<file path="config.mk">
export PLATFORM = sky130hd
export DESIGN_NAME = instr_fetch_stage_flat
export DESIGN_NICKNAME = d
export VERILOG_FILES = /design/src/rtl/pipeline_pkg.sv /design/src/rtl/instr_fetch_stage_if.sv /design/src/rtl/ifid_reg.sv /design/src/rtl/instr_fetch_stage.sv /design/src/flat_wrapper.sv
export SDC_FILE = /design/constraint.sdc
export NUM_CORES = 1
export LEC_CHECK = 0
export ABC_AREA = 1
export CAP_MARGIN = 20
export CORE_MARGIN = 4
export CORE_UTILIZATION = 49
export DETAILED_ROUTE_END_ITERATION = 8
export MAX_ROUTING_LAYER = met4
export PLACE_DENSITY = 0.82
export SLEW_MARGIN = 30
export SYNTH_ARGS = -nofsm -noshare
export SYNTH_HDL_FRONTEND = slang
export SYNTH_HIERARCHICAL = 1
export SYNTH_SLANG_ARGS = --single-unit
</file>
<file path="constraint.sdc">
create_clock -name clk_i -period 4.4 [get_ports clk_i]
set_input_delay 0.88 -clock clk_i [delete_from_list [all_inputs] [get_ports clk_i]]
set_output_delay 0.88 -clock clk_i [all_outputs]
set_load 0.02 [all_outputs]
</file>
<file path="src/rtl/pipeline_pkg.sv">
// Shared fetch-stage definitions: NOP encoding, FSM state type and hazard-bus bit positions.
package pipeline_pkg;

  localparam logic [31:0] NOP = 32'h0000_0013;

  localparam int unsigned STALL_BIT = 1;
  localparam int unsigned FLUSH_BIT = 0;

  typedef enum logic [1:0] {
    IDLE  = 2'd0,
    FETCH = 2'd1,
    HOLD  = 2'd2
  } fetch_state_t;

endpackage

</file>
<file path="src/rtl/instr_fetch_stage_if.sv">
// Wishbone classic instruction bus between the fetch stage (master) and memory (slave).
interface instr_fetch_stage_if #(
  parameter int unsigned ADDR_WIDTH = 32,
  parameter int unsigned DATA_WIDTH = 32
) ();

  logic                  wb_cyc_o;
  logic                  wb_stb_o;
  logic [ADDR_WIDTH-1:0] wb_adr_o;
  logic [3:0]            wb_sel_o;
  logic                  wb_we_o;
  logic [DATA_WIDTH-1:0] wb_dat_i;
  logic                  wb_ack_i;

  modport master (
    output wb_cyc_o, wb_stb_o, wb_adr_o, wb_sel_o, wb_we_o,
    input  wb_dat_i, wb_ack_i
  );

  modport slave (
    input  wb_cyc_o, wb_stb_o, wb_adr_o, wb_sel_o, wb_we_o,
    output wb_dat_i, wb_ack_i
  );

endinterface

</file>
<file path="src/rtl/ifid_reg.sv">
// IF/ID pipeline register: flush forces a bubble, stall holds, otherwise load or bubble.
module ifid_reg
  import pipeline_pkg::*;
#(
  parameter int unsigned ADDR_WIDTH = 32,
  parameter int unsigned DATA_WIDTH = 32
) (
  input  logic                  clk_i,
  input  logic                  rst_i,
  input  logic                  flush_i,
  input  logic                  stall_i,
  input  logic                  load_i,
  input  logic [ADDR_WIDTH-1:0] pc_i,
  input  logic [DATA_WIDTH-1:0] inst_i,
  output logic [ADDR_WIDTH-1:0] pc_o,
  output logic [DATA_WIDTH-1:0] inst_o,
  output logic                  valid_o
);

  logic [ADDR_WIDTH-1:0] pc_q;
  logic [DATA_WIDTH-1:0] inst_q;
  logic                  valid_q;

  always_ff @(posedge clk_i or posedge rst_i) begin
    if (rst_i) begin
      pc_q    <= '0;
      inst_q  <= DATA_WIDTH'(NOP);
      valid_q <= 1'b0;
    end else if (flush_i) begin
      inst_q  <= DATA_WIDTH'(NOP);
      valid_q <= 1'b0;
    end else if (!stall_i) begin
      if (load_i) begin
        pc_q    <= pc_i;
        inst_q  <= inst_i;
        valid_q <= 1'b1;
      end else begin
        // Bubble keeps the last pc so downstream debug still sees where IF was.
        inst_q  <= DATA_WIDTH'(NOP);
        valid_q <= 1'b0;
      end
    end
  end

  assign pc_o    = pc_q;
  assign inst_o  = inst_q;
  assign valid_o = valid_q;

endmodule

</file>
<file path="src/rtl/instr_fetch_stage.sv">
// Instruction fetch: one Wishbone read per instruction, hold buffer for stalls,
// redirect handling that lets an in-flight read finish and drops its data.
module instr_fetch_stage
  import pipeline_pkg::*;
#(
  parameter int unsigned           ADDR_WIDTH = 32,
  parameter int unsigned           DATA_WIDTH = 32,
  parameter logic [ADDR_WIDTH-1:0] PC_ADDR    = 32'h8000_0000
) (
  input  logic                   clk_i,
  input  logic                   rst_i,
  input  logic [1:0]             stall_and_flush,
  input  logic                   redirect_i,
  input  logic [ADDR_WIDTH-1:0]  redirect_pc_i,
  instr_fetch_stage_if.master    wb,
  output logic [ADDR_WIDTH-1:0]  IFID_pc_o,
  output logic [DATA_WIDTH-1:0]  IFID_inst_o,
  output logic                   IFID_valid_o,
  output logic [4:0]             IFID_rs1_addr_o,
  output logic [4:0]             IFID_rs2_addr_o
);

  fetch_state_t          state_q, state_d;
  logic [ADDR_WIDTH-1:0] pc_q, pc_d;
  logic [DATA_WIDTH-1:0] hold_q, hold_d;
  logic                  discard_q, discard_d;
  logic [ADDR_WIDTH-1:0] target_q, target_d;
  logic                  cyc_q, cyc_d;
  logic [ADDR_WIDTH-1:0] adr_q, adr_d;

  logic                  stall, flush, deliver, load;
  logic [DATA_WIDTH-1:0] load_inst;
  logic [ADDR_WIDTH-1:0] redirect_tgt;

  assign stall        = stall_and_flush[STALL_BIT];
  assign flush        = stall_and_flush[FLUSH_BIT];
  assign deliver      = !stall && !flush;
  assign redirect_tgt = {redirect_pc_i[ADDR_WIDTH-1:2], 2'b00};

  always_comb begin
    state_d   = state_q;
    pc_d      = pc_q;
    hold_d    = hold_q;
    discard_d = discard_q;
    target_d  = target_q;
    cyc_d     = cyc_q;
    adr_d     = adr_q;
    load      = 1'b0;
    load_inst = wb.wb_dat_i;

    unique case (state_q)
      IDLE: begin
        if (redirect_i) begin
          pc_d = redirect_tgt;
        end else if (!stall) begin
          cyc_d   = 1'b1;
          adr_d   = pc_q;
          state_d = FETCH;
        end
      end
      FETCH: begin
        if (redirect_i) begin
          target_d  = redirect_tgt;
          discard_d = 1'b1;
        end
        if (wb.wb_ack_i) begin
          cyc_d = 1'b0;
          if (discard_q || redirect_i) begin
            // A redirect on the ack edge itself still wins over the stale data.
            pc_d      = redirect_i ? redirect_tgt : target_q;
            discard_d = 1'b0;
            state_d   = IDLE;
          end else if (deliver) begin
            load    = 1'b1;
            pc_d    = pc_q + ADDR_WIDTH'(4);
            state_d = IDLE;
          end else begin
            hold_d  = wb.wb_dat_i;
            state_d = HOLD;
          end
        end
      end
      HOLD: begin
        if (redirect_i) begin
          pc_d    = redirect_tgt;
          state_d = IDLE;
        end else if (deliver) begin
          load      = 1'b1;
          load_inst = hold_q;
          pc_d      = pc_q + ADDR_WIDTH'(4);
          state_d   = IDLE;
        end
      end
      default: state_d = IDLE;
    endcase
  end

  always_ff @(posedge clk_i or posedge rst_i) begin
    if (rst_i) begin
      state_q   <= IDLE;
      pc_q      <= PC_ADDR;
      hold_q    <= '0;
      discard_q <= 1'b0;
      target_q  <= '0;
      cyc_q     <= 1'b0;
      adr_q     <= PC_ADDR;
    end else begin
      state_q   <= state_d;
      pc_q      <= pc_d;
      hold_q    <= hold_d;
      discard_q <= discard_d;
      target_q  <= target_d;
      cyc_q     <= cyc_d;
      adr_q     <= adr_d;
    end
  end

  assign wb.wb_cyc_o = cyc_q;
  assign wb.wb_stb_o = cyc_q;
  assign wb.wb_adr_o = adr_q;
  assign wb.wb_sel_o = 4'b1111;
  assign wb.wb_we_o  = 1'b0;

  ifid_reg #(
    .ADDR_WIDTH(ADDR_WIDTH),
    .DATA_WIDTH(DATA_WIDTH)
  ) u_ifid_reg (
    .clk_i   (clk_i),
    .rst_i   (rst_i),
    .flush_i (flush),
    .stall_i (stall),
    .load_i  (load),
    .pc_i    (pc_q),
    .inst_i  (load_inst),
    .pc_o    (IFID_pc_o),
    .inst_o  (IFID_inst_o),
    .valid_o (IFID_valid_o)
  );

  assign IFID_rs1_addr_o = IFID_inst_o[19:15];
  assign IFID_rs2_addr_o = IFID_inst_o[24:20];

endmodule

</file>
<file path="src/flat_wrapper.sv">
// flat-port wrapper written by rule: the top's interface ports become plain ports
module instr_fetch_stage_flat import pipeline_pkg::*;
#(
  parameter int unsigned           ADDR_WIDTH = 32,
  parameter int unsigned           DATA_WIDTH = 32,
  parameter logic [ADDR_WIDTH-1:0] PC_ADDR    = 32'h8000_0000
)
  (clk_i, rst_i, stall_and_flush, redirect_i, redirect_pc_i, IFID_pc_o, IFID_inst_o, IFID_valid_o, IFID_rs1_addr_o, IFID_rs2_addr_o, wb_wb_cyc_o, wb_wb_stb_o, wb_wb_adr_o, wb_wb_sel_o, wb_wb_we_o, wb_wb_dat_i, wb_wb_ack_i);
  instr_fetch_stage_if #(.ADDR_WIDTH(ADDR_WIDTH), .DATA_WIDTH(DATA_WIDTH)) wb_i ();
  input  logic clk_i;
  input  logic rst_i;
  input  logic [1:0] stall_and_flush;
  input  logic redirect_i;
  input  logic [ADDR_WIDTH-1:0] redirect_pc_i;
  output logic [ADDR_WIDTH-1:0] IFID_pc_o;
  output logic [DATA_WIDTH-1:0] IFID_inst_o;
  output logic IFID_valid_o;
  output logic [4:0] IFID_rs1_addr_o;
  output logic [4:0] IFID_rs2_addr_o;
  output wire logic [$bits(wb_i.wb_cyc_o)-1:0] wb_wb_cyc_o;
  output wire logic [$bits(wb_i.wb_stb_o)-1:0] wb_wb_stb_o;
  output wire logic [$bits(wb_i.wb_adr_o)-1:0] wb_wb_adr_o;
  output wire logic [$bits(wb_i.wb_sel_o)-1:0] wb_wb_sel_o;
  output wire logic [$bits(wb_i.wb_we_o)-1:0] wb_wb_we_o;
  input wire logic [$bits(wb_i.wb_dat_i)-1:0] wb_wb_dat_i;
  input wire logic [$bits(wb_i.wb_ack_i)-1:0] wb_wb_ack_i;
  assign wb_wb_cyc_o = wb_i.wb_cyc_o;
  assign wb_wb_stb_o = wb_i.wb_stb_o;
  assign wb_wb_adr_o = wb_i.wb_adr_o;
  assign wb_wb_sel_o = wb_i.wb_sel_o;
  assign wb_wb_we_o = wb_i.wb_we_o;
  assign wb_i.wb_dat_i = wb_wb_dat_i;
  assign wb_i.wb_ack_i = wb_wb_ack_i;
  instr_fetch_stage #(.ADDR_WIDTH(ADDR_WIDTH), .DATA_WIDTH(DATA_WIDTH), .PC_ADDR(PC_ADDR)) u_core (.clk_i(clk_i), .rst_i(rst_i), .stall_and_flush(stall_and_flush), .redirect_i(redirect_i), .redirect_pc_i(redirect_pc_i), .wb(wb_i), .IFID_pc_o(IFID_pc_o), .IFID_inst_o(IFID_inst_o), .IFID_valid_o(IFID_valid_o), .IFID_rs1_addr_o(IFID_rs1_addr_o), .IFID_rs2_addr_o(IFID_rs2_addr_o));
endmodule
</file>
After elaboration in Yosys (flattened, before gate mapping)
Index checks and enable logic that the tools add are counted.
{ "totals": {"reg_bits": 197, "word_cells": 72, "out_inout_bits": 114, "in_bits": 70} }
{ "op_classes": {"n_addsub": 1, "n_mux": 36, "bitwise": 4, "reduce_logical": 13, "eq_ne": 8} }
{ "ops": {"columns": ["cell", "n"], "rows": [
  ["two-way mux 32 bit", 12],
  ["one-hot mux 32 bit (3 select lines)", 1],
  ["adder 32 x 3 -> 32 bit, second input constant", 1],
  ["two-way mux 2 bit", 7],
  ["two-way mux 1 bit", 13],
  ["AND reduction 3 bit", 4],
  ["inequality test 2 bit, second input constant", 5],
  ["AND reduction 4 bit", 2],
  ["one-hot mux 2 bit (3 select lines)", 1],
  ["NOT 1 bit", 4],
  ["one-hot mux 1 bit (2 select lines)", 2],
  ["inequality test 3 x 2 -> 1 bit, second input constant", 1],
  ["nonzero test 3 bit", 1],
  ["equality test 2 x 1 -> 1 bit, second input constant", 1],
  ["equality test 2 bit, second input constant", 1],
  ["zero test 1 bit", 2],
  ["zero test 2 bit", 1],
  ["nonzero test 2 bit", 1],
  ["logical AND 1 bit", 1],
  ["logical OR 1 bit", 1]
]} }

Logic depth before layout (Yosys ltp)
Gate-level depths: netlist of run 1.
{ "depth": {"word_depth": 9, "ltp_mapped": 13, "depth_no_buf": 13} }

Hierarchy
The synthesis of run 1 kept the hierarchy.
{ "modules_own_cells": {"columns": ["module", "area_per_inst_um2", "instances", "seq_area_each_um2", "cells_per_inst"], "rows": [
  ["instr_fetch_stage", 8131.5, 1, 3305.7, 1179],
  ["ifid_reg", 2607.5, 1, 1630.3, 290]
]} }

Worst setup path before layout of run 1
Ideal clock, no wire load.
{ "synth_path": {"path_kind": "input to register", "from": "input redirect_i", "to": "register u_core.u_ifid_reg.pc_q[6] (netlist: u_core/u_ifid_reg/pc_o[6])", "path_slack_ns": 1.967, "stages": 11, "t_required_ns": 4.335, "setup_time_ns": 0.065, "path_buffers": 2, "t_arrival_ns": 2.368, "path_cell_list": "inv_2 > nand2_2 > nor2_4 > inv_2 > nor2_4 > inv_2 > a211oi_1 > buf_2 > buf_2 > nand3_1 > nand2_1"} }
{ "synth_between": {"elab_chain_len": 5, "word_cells_on_any_way": 6, "cone_classes": "mux: 4; reduce/logical: 2"} }
{ "synth_rtl": {"columns": ["element", "line_no", "source"], "rows": [
  ["from (decl)", "flat_wrapper.sv:13", "input logic redirect_i;"],
  ["logical OR 1 bit", "instr_fetch_stage.sv:68", "if (discard_q || redirect_i) begin"],
  ["two-way mux 1 bit", "instr_fetch_stage.sv:68", null],
  ["two-way mux 1 bit", "instr_fetch_stage.sv:66", "if (wb.wb_ack_i) begin"],
  ["one-hot mux 1 bit (2 select lines) (*)", "instr_fetch_stage.sv:51", "unique case (state_q)"],
  ["net u_core.load", "instr_fetch_stage.sv:31", "logic stall, flush, deliver, load;"],
  ["AND reduction 3 bit (no line) (*)", null, null],
  ["to (signal assigned)", "ifid_reg.sv:34", "pc_q <= pc_i;"],
  ["to (decl)", "ifid_reg.sv:20", "logic [ADDR_WIDTH-1:0] pc_q;"]
]} }
Mark *: on every way through the listed nets, which the timed path passes. The rest lies on a longest branch.
A chain may end at the register's enable or synchronous reset.

Worst setup path in the final report of run 1
{ "layout_path": {"from": "input redirect_i", "to": "register u_core.u_ifid_reg.pc_q[9] (netlist: u_core/u_ifid_reg/pc_o[9])"} }
Same word-level chain as after synthesis.

==> out/results.txt, run 1 <==
post-DP HPWL: 22.2 mm
chip width: 156 um
Sequential Power Share: 36.7%
Num Clock Sinks: 197
Ys Warns: 6
Remaining DRCs: 0
Avg Cell Area, Syn: 7.31 um^2
Post-synth EDFFs: 0
crit-path cells: clkdlybuf4s50_1, inv_2, nand2_2, nor2_4, inv_2, nor2_4, inv_2, a211oi_4, buf_4, nand2_2, nand2_1, nand2_1
Post-Route WL: 31.4 mm
Synth Area in Simple Gates: 28.6%
layout cells sized above 1: 6.34%
Clk Latency, worst-skew pair: 0.43 ns
clock tree buffer depth: 2
port buffer count: 176
synth unique cells: 45
share of the synthesized area in the top cell type: 44.7%
slowest CP cell: clkdlybuf4s50_1
Final Skew: 0.0120 ns
vias in the first global route: 9307
Max Fclk: 0.284 GHz
Worst Slack Setup Final: 0.885 ns
Final Max Tran Viols: 0
Worst-path clk slew: 0.07 ns
total iterations of the first detailed-routing run: 6
worst vdd ir: 0.000523 V
WP data required: 4.72 ns
cells after synthesis: 1469
Tot GR Track Use: 26.1%
Tcrit/Tclk final: 79.9%
Critical Path End Type: flip-flop
Synth area leader: dfrtp_1
number of CTS-inserted buffers: 17
first-pass GRT wire length: 49.6 mm
crit path launch type: input pin
diode count: 0
switch share: 43.7%
die height: 156 um
Pwr Density: 627 nW/um^2
postcts setup bufs: 0
Worst-Margin Slew: 0.941 ns
CTS Hold Bufs: 0
synthesized area: 10700 um^2
CTS-repair resized insts: 0
Final ANT Viol Nets: 0
HP Class: flip-flop to flip-flop
Clk network pwr share: 19.3%
CP delay by family, top: buffers and inverters
WL per Instance: 16.7 um
io pins: 184
H-Tree Depth: 4
endpoints failing setup: 0
top_reg_cell synth: dfrtp_1
row cnt: 53
kind of critical path: input pin to flip-flop
Commonest cells post-synth: nand2_1 (546), dfrtp_1 (192), o21ai_0 (179)
Final TNS setup: 0 ns
initial drt markers: 951
Yosys reg bits: 197
grt ovf: 0
Slew headroom: 37.1%
Critical Path AT: 3.83 ns
asr flop ratio synth: 100%
pin count of the biggest net entering global routing: 133
Initial Utilization: 50.4%
Layout Nets: 1670
post-synthesis compound-gate area fraction: 14.2%
Hold Vio Cnt, Final: 0
switching pwr: 3.59 mW
largest stage delay on the critical path: 0.44 ns
Placeable Area: 21300 um^2
Synth area leaders: dfrtp_1 (45%), nand2_1 (19%), o21ai_0 (8.3%)
status: finished, final reports clean
most instantiated library cell after synthesis: nand2_1
RePlAce Congestion: 0.930
Leak: 6.36 nW
largest family of logic cells by synthesized area: simple AND/OR/NAND/NOR gates
Synth Area in XOR/XNOR: 0.408%
sequential element share of the synthesized area: 46.0%
Int Power: 4.62 mW
Crit Path Max Fanout: 33
TritonCTS clock tree: built
antenna violations before repair: 0
Comb pwr share: 44.0%
via/cell ratio: 5.45
minimum clock period: 3.52 ns
RSZ-0062 raised after global routing: false
most frequent CP cell: inv_2
vias: 10266
Max-cap violations: 0
mux contribution to synthesized area: 0.105%
Buf/Inv on CP: 5
area grow syn2layout: 22.0%
Clock Root Buffer: clkbuf_16
post-synthesis adder-cell area fraction: 0.466%
die area: 24300 um^2
dpl ws: 0.426 ns
==> cell families (layout without fill, tap and decap cells) <==
family	count (synthesis)	after routing
DFF	197	197
adders and majority gates	4	4
and+or+nand+nor	739	739
muxes	1	1
other	2	5
AOI/OAI and AO/OA	281	281
xor gates and xnor gates	5	5
buffers and inverters	240	377
==> metrics by stage <==
stage / power [mW] / std cells / hold WS (ns) / util, % / instance area [um^2]
after global routing: 8.77 / 1884 / 0.489 / 61.5 / 13100
final: 8.21 / 1884 / 0.472 / 61.5 / 13100
after CTS: 8.18 / 1884 / 0.475 / 61.5 / 13100
after global placement: 6.44 / 1852 / 0.452 / 58.7 / 12500
after floorplan: 5.28 / 1472 / 0.442 / - / 10800
after detailed placement: 6.57 / 1852 / 0.458 / 58.7 / 12500
==> power by group through the flow <==
stage / Combinational (mW) / Clock, mW / Sequential [mW]
finish: 3.61 / 1.58 / 3.01
global route: 3.99 / 1.70 / 3.09
CTS: 3.57 / 1.61 / 3.00
detailed placement: 3.54 / 0 / 3.03
global placement: 3.44 / 0 / 3.00
floorplan: 2.15 / 0 / 3.13
==> worst register-to-register path: cells and delay by family, from the launching register on <==
kind                     cells  cell delay, ns
flip-flops                   1            0.41
adder cells (fa/ha/maj)      1            0.33
AND/OR/NAND/NOR              6            1.25
AO/OA/AOI/OAI                1            0.32
buffers and inverters        4            0.89
==> state kept, by name, indices dropped and copies added (netlist names) <==
register and cells:
u_core/hold_q 32, u_core/pc_q 32, u_core/target_q 32, u_core/u_ifid_reg/inst_o 32
u_core/u_ifid_reg/pc_o 32, u_core/wb.wb_adr_o 32, u_core/state_q 2, u_core/discard_q 1
u_core/u_ifid_reg/valid_o 1, u_core/wb.wb_cyc_o 1
==> cells in the final DEF, fill, tap and decap left out, types with 6 or more instances in the layout <==
cell type,netlist,layout
inv_1,143,141
nor2_1,56,56
nor2_2,9,9
clkdlybuf4s50_1,0,176
nand2_1,546,546
nand2_2,8,8
o21ai_0,179,179
a21oi_1,43,43
clkbuf_16,0,17
a221oi_1,6,6
nand4_1,8,8
dfrtp_1,192,192
buf_4,19,16
nor2_4,8,8
inv_2,8,9
o211ai_1,14,14
nand3_1,89,89
o21ai_1,15,15
==> final timing paths <==
| kind | startpoint | to | slack (ns) | cells after the start |
|---|---|---|---|---|
| worst max register to register | u_core/state_q[1] | u_core/u_ifid_reg/pc_o[9] | 1.07 | 12 |
| worst min register to register | u_core/hold_q[23] | u_core/hold_q[23] | 0.47 | 2 |
| min in group asynchronous | rst_i | u_core/u_ifid_reg/inst_o[29] | 0.83 | 2 |
| worst min-delay path | u_core/hold_q[23] | u_core/hold_q[23] | 0.47 | 2 |
| max in group asynchronous | rst_i | u_core/target_q[23] | 2.79 | 3 |
| worst max-delay path | redirect_i | u_core/u_ifid_reg/pc_o[9] | 0.88 | 12 |
==> layer usage <==
metal  GRT usage, %  share of wire (%)  vias up
met3           4.13                8.5       58
met4           7.46                2.2        0
li1               -                  -     4927
met5              -                  0        -
met1           36.4                 43     4793
met2           39.8                 46      488
==> layout make-up <==
| type | instances | area [um^2] |
|---|---|---|
| sequential | 197 | 4940 |
| tap | 275 | 344 |
| multi-input combinational | 1035 | 4730 |
| fill | 1847 | 8190 |
| clock inverter | 15 | 165 |
| inverter | 151 | 571 |
| clock buffer | 17 | 425 |
| timing repair buffer | 194 | 1920 |
No activity file was read; power rests on OpenSTA's default activity.
==> run 2: changes to the inputs <==
- CORE_UTILIZATION: 49 -> 54
- PLACE_DENSITY: 0.82 -> 0.85
- clock period: 4.4 -> 3.7 ns (I/O delays scaled with it)
==> run 2 against run 1 <==
Effect of this change:
- sequential cell count unchanged
- worst setup slack got worse by 0.22 ns
- clock power grew 25%
- hold slack about the same
- register-to-register slack got worse by 0.37 ns
- combinational power grew 19%
==> out/results.txt, run 2 (synthesized netlist as in run 1, its figures left out) <==
via/cell ratio: 5.50 (+0.91%)
RePlAce Congestion: 0.986 (+6.0%)
total iterations of the first detailed-routing run: 9 (+3)
H-Tree Depth: 4 (unchanged)
kind of critical path: input pin to flip-flop
most frequent cells in the layout: nand2_1 (546), dfrtp_1 (192), o21ai_0 (179), clkdlybuf4s50_1 (176), inv_1 (141)
Leak: 6.39 nW (+0.50%)
chip width: 149 um (-4.5%)
Crit Path Max Fanout: 33 (unchanged)
Final Skew: 0.0110 ns (-0.000995 ns)
status: finished, final reports clean
CTS Hold Bufs: 0 (unchanged)
Slew headroom: 45.9% (+8.8 points)
Final TNS setup: 0 ns (unchanged)
Worst-Margin Slew: 0.811 ns (-0.130 ns)
RSZ-0062 raised after global routing: false
Tot GR Track Use: 28.9% (+2.8 points)
Clk Latency, worst-skew pair: 0.44 ns (about the same)
row cnt: 51 (-3.8%)
Remaining DRCs: 0 (unchanged)
first-pass GRT wire length: 49.9 mm (+0.53%)
Final Max Tran Viols: 0 (unchanged)
Initial Utilization: 55.0% (+4.5 points)
WL per Instance: 16.7 um (+0.42%)
diode count: 0 (unchanged)
Hold Vio Cnt, Final: 0 (unchanged)
Pwr Density: 748 nW/um^2 (+19%)
worst vdd ir: 0.000779 V (+49%)
die height: 149 um (-4.5%)
postcts setup bufs: 0 (unchanged)
Num Clock Sinks: 197 (unchanged)
port buffer count: 176 (unchanged)
clock tree buffer depth: 2 (unchanged)
final instance area: 13200 um^2 (+0.43%)
TritonCTS clock tree: built
antenna violations before repair: 0 (unchanged)
area grow syn2layout: 22.5%
final cell count without fillers: 1878 (-0.32%)
endpoints failing setup: 0 (unchanged)
number of CTS-inserted buffers: 17 (unchanged)
Clock Root Buffer: clkbuf_16
Placeable Area: 19500 um^2 (-8.3%)
initial drt markers: 1006 (+5.8%)
Final Core Density: 67.4% (+5.8 points)
Critical Path AT: 3.35 ns (-0.48 ns)
minimum clock period: 3.04 ns
Layout Nets: 1674 (+0.24%)
grt ovf: 0 (unchanged)
HP Class: flip-flop to flip-flop
Tcrit/Tclk final: 82.0%
WP data required: 4.02 ns (-0.70 ns)
Inst Count DP: 1846 (-0.32%)
vias: 10326 (+0.58%)
Worst-path clk slew: 0.07 ns (about the same)
die area: 22200 um^2 (-8.8%)
io pins: 184 (unchanged)
layout cells sized above 1: 6.45% (+0.11 points)
Max-cap violations: 0 (unchanged)
WHS: 0.472 ns (-0.0000160 ns)
most common cell after layout, fill and taps aside: nand2_1
Post-Route WL: 31.4 mm (about the same)
Max Fclk: 0.329 GHz
Final ANT Viol Nets: 0 (unchanged)
placed instance area: 12500 um^2 (+0.14%)
CTS-repair resized insts: 0 (unchanged)
Critical Path End Type: flip-flop
pin count of the biggest net entering global routing: 81 (-39%)
post-DP HPWL: 22.3 mm (+0.41%)
crit path launch type: input pin
vias in the first global route: 9631 (+3.5%)
## run 2: cell count changes in the layout (fill, tap and decap cells not counted), sizes merged
cell,before,now
clkbuf,17,23
clkinv,5,2
bufinv,2,3
buf,18,22
inv,156,152
## run 2: stage by stage
stage          setup slack (ns)  power, mW
6_report                  0.665       9.83
5_1_grt                   0.458       10.5
4_1_cts                   0.685       9.79
3_5_place_dp              0.212       7.78
3_3_place_gp              0.339       7.64
2_1_floorplan              1.32       6.28
## run 2: power by group
part	internal (mW)	switching [mW]	total, mW
Sequential	2.94	0.633	3.57
Combinational	1.54	2.75	4.29
Clock	1.15	0.822	1.97
## run 2: path summary, 6_finish.rpt
check / from / to / slack [ns] / cells after the start
setup / recovery: redirect_i / u_core/u_ifid_reg/pc_o[20] / 0.66 / 11
hold / removal: u_core/u_ifid_reg/pc_o[3] / u_core/u_ifid_reg/pc_o[3] / 0.47 / 2
setup reg to reg: u_core/state_q[1] / u_core/u_ifid_reg/pc_o[20] / 0.70 / 11
hold reg to reg: u_core/u_ifid_reg/pc_o[3] / u_core/u_ifid_reg/pc_o[3] / 0.47 / 2
max in group asynchronous: rst_i / u_core/u_ifid_reg/inst_o[0] / 2.18 / 3
min in group asynchronous: rst_i / u_core/hold_q[18] / 0.75 / 2
## run 2: routing by layer
| metal | up-vias | part of all wire [%] | wire length [um] | track usage [%] |
|---|---|---|---|---|
| met3 | 68 | 9.2 | 2900 | 4.56 |
| met4 | 0 | 2.7 | 852 | 9.43 |
| met5 | - | 0 | 0 | - |
| met1 | 4832 | 42 | 13100 | 39.1 |
| li1 | 4926 | - | - | - |
| met2 | 500 | 46 | 14600 | 45.0 |
## run 2: area by class of cell
| type | instances | area, um^2 |
|---|---|---|
| well taps | 265 | 332 |
| clock buffers | 23 | 488 |
| multi-input cells | 1035 | 4730 |
| fillers | 1637 | 6370 |
| repair buffers | 198 | 1950 |
| clock inverters | 9 | 141 |
| inverters | 151 | 571 |
| flip-flops and latches | 197 | 4940 |
## run 2: worst max-delay path, cell delays in order
cell	delay, ns
clkdlybuf4s50_1	0.44
inv_2	0.18
nand2_2	0.10
nor2_4	0.22
inv_2	0.19
nor2_4	0.17
inv_2	0.28
a211oi_4	0.35
nand2_2	0.40
nand2_1	0.19
nand2_1	0.08
==> run 3: changes to the inputs <==
- clock period: 3.7 -> 3.1 ns (I/O delays scaled with it)
==> run 3 against run 2 <==
Effect of this change:
- first-iteration DRC count decreased by 11%
- cell count increased by 0.48%
- count of clock-buffer cells in the layout decreased by 1
- sequential share of layout area decreased by 0.11 points
- non-clock buffer count increased by 9
- critical path type unchanged
- critical endpoint is now u_core/u_ifid_reg/pc_o[28]
==> out/results.txt, run 3 (synthesized netlist as in run 1, its figures left out) <==
Worst-Margin Slew: 0.611 ns (-0.200 ns)
Crit Path Max Fanout: 33 (unchanged)
Remaining DRCs: 0 (unchanged)
RR Startpoint: u_core/state_q[1]
Hold Path Depth: 2 (unchanged)
Critical R2R Capture: u_core/u_ifid_reg/pc_o[28]
via/cell ratio: 5.48 (-0.33%)
CTS Hold Bufs: 0 (unchanged)
final instance area: 13200 um^2 (+0.30%)
Worst R2R Setup Slack: 0.54 ns (-0.16 ns)
Hold Path End: u_core/u_ifid_reg/inst_o[11]
chip width: 149 um (unchanged)
Worst Slack Setup Final: 0.451 ns (-0.214 ns)
port buffer count: 176 (unchanged)
Tot GR Track Use: 29.2% (+0.28 points)
first-pass GRT wire length: 50.3 mm (+0.82%)
area grow syn2layout: 22.8%
Slew headroom: 59.2% (+13 points)
WP data required: 3.41 ns (-0.61 ns)
initial drt markers: 899 (-11%)
TritonCTS clock tree: built
io pins: 184 (unchanged)
dpl ws: 0.0512 ns (-0.161 ns)
Initial Utilization: 55.0% (unchanged)
CTS-repair resized insts: 0 (unchanged)
most frequent CP cell: inv_2
Final Core Density: 67.6% (+0.21 points)
number of CTS-inserted buffers: 17 (unchanged)
Placeable Area: 19500 um^2 (unchanged)
Critical Path AT: 2.96 ns (-0.39 ns)
Pwr Density: 884 nW/um^2 (+18%)
largest stage delay on the critical path: 0.43 ns (about the same)
Hold Vio Cnt, Final: 0 (unchanged)
die height: 149 um (unchanged)
post-DP HPWL: 22.5 mm (+0.77%)
placed instance area: 12600 um^2 (+0.74%)
min-delay src: u_core/u_ifid_reg/inst_o[11]
diode count: 0 (unchanged)
RSZ-0062 raised after global routing: false
endpoints failing setup: 0 (unchanged)
Num Clock Sinks: 197 (unchanged)
Tcrit/Tclk final: 85.5%
Layout Nets: 1683 (+0.54%)
crit path launch type: input pin
kind of critical path: input pin to flip-flop
worst vdd ir: 0.000672 V (-14%)
pin count of the biggest net entering global routing: 72 (-11%)
Reg2Reg Depth: 11 (unchanged)
Inst Count DP: 1855 (+0.49%)
clock tree buffer depth: 2 (unchanged)
Max Fclk: 0.377 GHz
Critical Path End Type: flip-flop
WL per Instance: 16.7 um (-0.50%)
postcts setup bufs: 0 (unchanged)
most common cell after layout, fill and taps aside: nand2_1
Worst-path clk slew: 0.06 ns (about the same)
vias: 10341 (+0.15%)
H-Tree Depth: 4 (unchanged)
antenna violations before repair: 0 (unchanged)
fillers: 1684 (+2.9%)
Final Skew: 0.00763 ns (-0.00339 ns)
final cell count without fillers: 1887 (+0.48%)
WHS: 0.470 ns (-0.00264 ns)
Post-Route WL: 31.4 mm (about the same)
Final TNS setup: 0 ns (unchanged)
slowest CP cell: clkdlybuf4s50_1
status: finished, final reports clean
grt ovf: 0 (unchanged)
Final Max Tran Viols: 0 (unchanged)
Design Power: 11.7 mW (+19%)
Clk Latency, worst-skew pair: 0.43 ns (about the same)
Leak: 6.42 nW (+0.43%)
minimum clock period: 2.65 ns
most frequent cells in the layout: nand2_1 (546), dfrtp_1 (192), o21ai_0 (179), clkdlybuf4s50_1 (176), inv_1 (141)
HP Class: flip-flop to flip-flop
Final ANT Viol Nets: 0 (unchanged)
row cnt: 51 (unchanged)
crit-path cells: clkdlybuf4s50_1, inv_2, nand2_2, nor2_4, inv_2, nor2_4, inv_2, a211oi_4, nand2_2, nand2_1, nand2_1
die area: 22200 um^2 (unchanged)
vias in the first global route: 9610 (-0.22%)
total iterations of the first detailed-routing run: 6 (-3)
layout cells sized above 1: 6.84% (+0.40 points)
Clock Root Buffer: clkbuf_16
RePlAce Congestion: 0.975 (-1.1%)
Max-cap violations: 0 (unchanged)
-- run 3: cell types whose count changed in the layout (fill, tap and decap cells not counted), moves of 2 or more --
| cell | before | now |
|---|---|---|
| clkbuf_8 | 4 | 1 |
| buf_12 | 2 | 4 |
| buf_4 | 20 | 27 |
| clkbuf_1 | 2 | 4 |
-- run 3: worst max path at each step --
| stage | start | to |
|---|---|---|
| final | redirect_i | u_core/u_ifid_reg/pc_o[28] |
| after global routing | redirect_i | u_core/u_ifid_reg/pc_o[28] |
| after CTS | redirect_i | u_core/u_ifid_reg/pc_o[28] |
| after detailed placement | redirect_i | u_core/u_ifid_reg/pc_o[16] |
| after global placement | redirect_i | u_core/u_ifid_reg/pc_o[3] |
| after floorplan | rst_i | u_core/discard_q |
-- run 3: area by class of cell --
cell class / instances / area [um^2] / share of cell area [%]
sequential: 197 / 4940 / 37.4
multi-input combinational: 1035 / 4730 / 35.9
timing repair buffer: 207 / 2040 / 15.5
inverter: 151 / 571 / 4.32
clock buffer: 22 / 454 / 3.44
tap: 265 / 332 / 2.51
clock inverter: 10 / 123 / 0.929
-- run 3: power by group --
group          leakage (nW)  switching, mW  total (mW)  internal [mW]
clock                 0.277          0.970        2.19           1.22
sequential             2.55          0.773        4.28           3.51
combinational          3.59           3.29        5.19           1.90
total                  6.42           5.03        11.7           6.63
-- run 3: worst max-delay path, delay by kind of cell --
family                 cells  cell delay [ns]
AOI/OAI and AO/OA          1             0.29
buffers and inverters      4             0.87
and+or+nand+nor            6             1.17
-- run 3: layer usage --
metal / part of all wire (%) / wire [um] / track usage (%) / up-vias
li1: - / - / - / 4952
met1: 42 / 13200 / 39.7 / 4850
met2: 48 / 15000 / 46.1 / 495
met3: 8.6 / 2710 / 4.74 / 44
met4: 1.8 / 570 / 7.51 / 0
met5: 0 / 0 / - / -
